### src/rtl/reg_file_wb.sv
// MIPS write-back register file: 32 x DW registers, two combinational read ports,
// one synchronous write port with integrated write-back mux. Optional macro: RF_BYPASS_EN.
module reg_file_wb #(
  parameter int NREG = 32,
  parameter int DW   = 32
) (
  input  logic          clk_RF,
  input  logic          rstn_RF,
  input  logic [2:0]    wb_RF,
  input  logic [4:0]    wrAddr_RF,
  input  logic [DW-1:0] aluData_RF,
  input  logic [DW-1:0] memData_RF,
  input  logic [4:0]    rs_RF,
  input  logic [4:0]    rt_RF,
  output logic [DW-1:0] data1RF,
  output logic [DW-1:0] data2RF,
  output logic [DW-1:0] wbDataRF,
  output logic [15:0]   wrCountRF
);

  logic [DW-1:0] regs_q [NREG];
  logic [DW-1:0] regs_d [NREG];
  logic [15:0]   cnt_q, cnt_d;
  logic          commit;
  logic [DW-1:0] rd1, rd2;

  assign wbDataRF  = wb_RF[1] ? memData_RF : aluData_RF;
  assign commit    = rstn_RF && wb_RF[0] && (wrAddr_RF != 5'd0);
  assign wrCountRF = cnt_q;

  always_comb begin
    // NOTE: every always_comb target gets a default first, so no path can infer a latch.
    regs_d = regs_q;
    cnt_d  = cnt_q;
    if (!rstn_RF) begin
      regs_d = '{default: '0};
      cnt_d  = '0;
    end else if (commit) begin
      regs_d[wrAddr_RF] = wbDataRF;
      cnt_d             = cnt_q + 16'd1;
    end
  end

  // NOTE: the whole array is cleared by reset on purpose; software expects all GPRs to read 0.
  always_ff @(posedge clk_RF) begin
    // NOTE: sequential state uses non-blocking assignments so all flops update together.
    regs_q <= regs_d;
    cnt_q  <= cnt_d;
  end

  // R0 is hardwired to zero regardless of what the array holds.
  assign rd1 = (rs_RF == 5'd0) ? '0 : regs_q[rs_RF];
  assign rd2 = (rt_RF == 5'd0) ? '0 : regs_q[rt_RF];

`ifdef RF_BYPASS_EN
  assign data1RF = (commit && (rs_RF == wrAddr_RF)) ? wbDataRF : rd1;
  assign data2RF = (commit && (rt_RF == wrAddr_RF)) ? wbDataRF : rd2;
`else
  assign data1RF = rd1;
  assign data2RF = rd2;
`endif

endmodule
### config.mk
export PLATFORM = sky130hd
export DESIGN_NAME = reg_file_wb
export DESIGN_NICKNAME = d
export VERILOG_FILES = /design/src/rtl/reg_file_wb.sv
export SDC_FILE = /design/constraint.sdc
export NUM_CORES = 2
export LEC_CHECK = 0
export BUFFER_PORTS_ARGS = -buffer_cell sky130_fd_sc_hd__buf_2
export CORE_MARGIN = 2
export CORE_UTILIZATION = 56
export DETAILED_ROUTE_END_ITERATION = 12
export MAX_ROUTING_LAYER = met4
export PLACE_DENSITY_LB_ADDON = 0.15
export REMOVE_ABC_BUFFERS = 1
export SLEW_MARGIN = 20
export SYNTH_ARGS = -nofsm -noshare
export SYNTH_HDL_FRONTEND = slang
export SYNTH_SLANG_ARGS = --single-unit
### constraint.sdc
create_clock -name clk_RF -period 1.7 [get_ports clk_RF]
set_input_delay 0.085 -clock clk_RF [delete_from_list [all_inputs] [get_ports clk_RF]]
set_output_delay 0.085 -clock clk_RF [all_outputs]
set_load 0.01 [all_outputs]
Word level (Yosys, flattened, before mapping)
Index checks and enable logic that the tools add are counted.
Widths: inputs -> output; s select.
{ "classes": {"addsub": 1, "order_cmp": 4, "n_mux": 12, "bitwise_logic": 3, "n_reduce_logical": 6} }
{ "ops": {"columns": ["op", "count"], "rows": [
  ["$bwmux 1024", 1],
  ["$bmux 32 s5", 2],
  ["$mux 32", 8],
  ["$demux 32 s5", 1],
  ["$ge 6x6->1 const B", 3],
  ["$not 5->6", 3],
  ["$add 16x1->16 const B", 1],
  ["$logic_not 5->1", 2],
  ["$lt 6x1->1 const B", 1],
  ["$reduce_bool 5->1", 1],
  ["$logic_and 1x1->1", 3]
]} }
{ "totals": {"regBits": 1040, "elab_cells": 59} }

Logic depth before layout (Yosys ltp)
{ "depth": {"word_depth": 6, "mapped_depth": 9, "mapped_depth_nobuf": 4} }

Worst setup path before layout
OpenSTA, ideal clock, no wires.
{ "synth_path": {"kind": "in2out", "startpoint": "input port rs_RF[0]", "endpoint": "output port data1RF[1]", "arrival_ns": 1.867, "path_slack_ns": -0.252, "cell_stages": 6, "n_path_buf": 3, "path_cell_list": "buf_2 buf_2 buf_2 mux4_2 a2111oi_0 a211oi_1"} }
{ "synth_between": {"elab_chain_cells": 5, "word_cells_on_any_way": 6, "cone_classes": "4 x mux; 1 x bitwise; 1 x reduce/logical"} }
{ "synth_lines": {"columns": ["item", "line", "source"], "rows": [
  ["start, declared", "13", "input logic [4:0] rs_RF,"],
  ["$not 5->6 (not written as such)", "52", "assign rd1 = (rs_RF == 5'd0) ? '0 : regs_q[rs_RF];"],
  ["$bmux 32 s5", "52", null],
  ["$mux 32 (not written as such) (2 in a row)", "52", null],
  ["$mux 32 (*)", "52", null],
  ["end, declared", "15", "output logic [DW-1:0] data1RF,"]
]} }
Every way passes the cells marked *; elsewhere a longest branch is shown, timed or not. The select of a mux whose other input is x is not followed.

Worst setup path after layout
{ "layout_path": {"startpoint": "register regs_q[21] (netlist bit)", "endpoint": "output port data2RF[21]"} }
{ "layout_between": {"elab_chain_cells": 4} }
{ "layout_lines": {"columns": ["item", "line", "source"], "rows": [
  ["start, declared", "21", "logic [DW-1:0] regs_q [NREG];"],
  ["start signal, assigned", "47", "regs_q <= regs_d;"],
  ["$bmux 32 s5", "53", "assign rd2 = (rt_RF == 5'd0) ? '0 : regs_q[rt_RF];"],
  ["$mux 32 (not written as such) (2 in a row)", "53", null],
  ["$mux 32", "53", null],
  ["end, declared", "16", "output logic [DW-1:0] data2RF,"]
]} }
Every way passes these cells. The select of a mux whose other input is x is not followed.

==> results.json <==
{
  "status": "finished with violations",
  "failed_checks": "negative setup slack",
  "place_congestion": 0.928,
  "end_kind": "output pin",
  "rsz0062_at_grt": "yes",
  "cp_cell_sequence": "mux4_2 > mux4_2 > o22ai_2 > nor3_2 > buf_2",
  "grt_pass1_wl_um": 284000,
  "ys_seq_area_share_pct": 40.4,
  "crit_path_start_kind": "register",
  "timing.hold.ws_ns": 0.0793,
  "cp_max_fo": 2,
  "pre_cts_slack_ns": -0.835,
  "r2r_start": "wrCountRF[0]",
  "fp.dieH_um": 307,
  "syn_inst": 5007,
  "rows": 111,
  "ys_warn_count": 0,
  "critPathRequiredTime_ns": 1.62,
  "fmax_mhz": 396,
  "grt_pass1_vias": 46340,
  "slew_headroom_pct": 30.1,
  "fillers": 6012,
  "crit_path_end": "data2RF[21]",
  "crit_path_top_delay_cell": "mux4_2",
  "cts_sinks": 1040,
  "area.growth.synth_to_final_pct": 33.3,
  "clk_path_buf_depth": 3,
  "avgViaCountPerCell": 6.80,
  "period_share_pct": 149,
  "cts_root_buf": "clkbuf_16",
  "ys_ff_latch": 1040,
  "cts_max_level": 3,
  "die_x_um": 307,
  "power_density_nw_per_um2": 835,
  "ys_async_sr_fraction_pct": 0,
  "hold_viol_final": 0,
  "reg2reg_slack_ns": 0.07,
  "path_class": "reg2out",
  "synth_enable_flop_cells": 0,
  "drt_iter0_drc": 5966,
  "design_power_total_mw": 57.4,
  "clk_pin_slew_ns": 0.06,
  "synth_cell_types": 63,
  "io_pins": 196,
  "skew_ns": 0.0174,
  "crit_top_cell": "mux4_2",
  "cts_tree": "built",
  "grt_use_total_pct": 40.5,
  "maxSlewViolCount": 0,
  "port-buffer-count": 194,
  "hpwl_um": 124000,
  "initial_core_util_pct": 56.4,
  "synthesis.area_sq_um": 51500,
  "grt_max_degree": 93,
  "r2r_end": "wrCountRF[9]",
  "final_cell_mix": "nor2_1 (1000), a211oi_1 (966), dfxtp_1 (916), buf_4 (783), mux4_2 (408)",
  "ir_drop_uv": 820,
  "core_area_sq_um": 91400,
  "max_stage_delay_ns": 0.51,
  "leakagePower_nw": 24.7,
  "ys.flop_type": "dfxtp_1",
  "wirelength_um": 195000,
  "ant_nets": 0,
  "arrival_ns": 2.44,
  "hold_path.class": "in2reg",
  "wl_per_cell_um": 27.5,
  "final_common_cell": "nor2_1",
  "drt_first_pass_iters": 6,
  "vias": 48178,
  "grt-ovfl-total": 0,
  "syn_avg_cell_area_sq_um": 10.3,
  "design.die.area_sq_um": 94500,
  "setup_ws_ns": -0.825,
  "antenna_found_initial": 0,
  "clk_latency_ns": 0.70,
  "period_minus_slack_ns": 2.52,
  "drv_cap": 0,
  "startpoint": "regs_q[21]",
  "r2r_cells": 5,
  "drc": 0,
  "drive_gt1_share_pct": 38.3,
  "worst_slew_pin_slew_ns": 1.05,
  "nets": 5886,
  "finalSetupViolations": 64,
  "cts_buffers": 110
}
[sequential cells by signal, summed over array words and instances (netlist names)]
register	cells
regs_q	1024
wrCountRF	16
[repair_timing]
item	in CTS	in global routing
pin swaps	125	29
hold endpoints to repair	887	26
setup endpoints to repair	64	200
hold buffers	77	7
gates resized for setup	305	111
cloned	0	7
buffers inserted	7	20
[cell families after synthesis]
group	count (synthesis)	share of synthesized area, %
AOI/OAI and AO/OA	1357	19.9
muxes	733	24.2
and+or+nand+nor	1218	9.99
xor gates and xnor gates	4	0.0680
buffers and inverters	654	5.40
DFF	1040	40.4
adders and majority gates	1	0.0243
[layout make-up]
type / instances / area [sq um] / share of cell area, %
diodes: 2 / 5.00 / 0.00728
clock buffers: 159 / 3310 / 4.82
clock inverters: 45 / 598 / 0.870
inverters: 37 / 146 / 0.213
multi-input cells: 3313 / 29800 / 43.3
flip-flops and latches: 1040 / 21000 / 30.5
well taps: 1186 / 1480 / 2.16
repair buffers: 1299 / 12400 / 18.1
[synthesized netlist by cell type (4+ instances only)]
master	number	share of area, %
buf_2	131	1.3
o21ai_0	4	0.039
or3_1	4	0.049
buf_4	35	0.51
and2_1	51	0.62
or4_1	7	0.10
nand3b_1	5	0.073
nand3_1	4	0.039
nor3_4	4	0.13
nor3_2	5	0.097
nor2b_1	35	0.42
a221oi_1	4	0.068
o221ai_1	29	0.49
mux2i_1	289	5.6
a211oi_1	1005	15
o211ai_1	5	0.073
o22ai_1	43	0.52
nor2_1	1022	7.4
a2111oi_0	26	0.44
a22oi_1	89	1.3
nor4_1	18	0.22
clkbuf_1	431	3.1
buf_6	4	0.087
buf_1	15	0.11
o32ai_1	15	0.25
dfxtp_1	1040	40
nor3_1	20	0.19
nand2_1	11	0.080
o31ai_1	7	0.10
a211oi_2	28	0.68
nand4_1	5	0.061
mux2_2	36	0.79
a22o_1	29	0.49
inv_1	34	0.25
mux4_2	408	18
a21oi_1	66	0.64
[per-layer routing]
layer,share of wire (%),track usage [%],vias to the layer above
met5,0,-,-
met4,5.0,17.8,0
met3,11,6.94,619
met2,45,61.3,3124
met1,39,53.6,23757
li1,-,-,20678
[worst max-delay path: cells and delay by family, from the launching register on]
family / cells / cell delay [ns]
buffers and inverters: 1 / 0.15
and+or+nand+nor: 1 / 0.11
muxes: 2 / 1.01
DFF: 1 / 0.32
AOI/OAI and AO/OA: 1 / 0.14
[power breakdown]
group	internal [mW]	leakage, nW	switching [mW]	total [mW]
Combinational	2.85	14.3	3.86	6.71
Clock	15.5	1.94	10.6	26.0
Sequential	24.5	8.45	0.127	24.7
Total	42.9	24.7	14.5	57.4
[through the flow]
step	cell area [sq um]	utilization [%]	TNS, ns	cells
after CTS	68000	74.4	-115.25	7052
after global routing	68700	75.2	-44.11	7079
final	68700	75.2	-41.46	7081
after global placement	62100	67.9	-45.08	6786
after detailed placement	62100	67.9	-55.44	6786
after floorplan	48900	-	-6837.07	4390
[how the worst min path moves through the flow]
stage               slack [ns]             to     startpoint  depth (start not counted)
finish                    0.08   wrCountRF[2]   wrAddr_RF[3]                          6
global route              0.11    regs_q[776]  memData_RF[8]                          5
CTS                       0.03   wrCountRF[2]   wrAddr_RF[3]                          6
detailed placement        0.47  wrCountRF[15]  wrCountRF[15]                          2
global placement          0.45  wrCountRF[15]  wrCountRF[15]                          2
floorplan                 0.20  wrCountRF[13]        rstn_RF                          1
(Power assumes the default switching activity.)
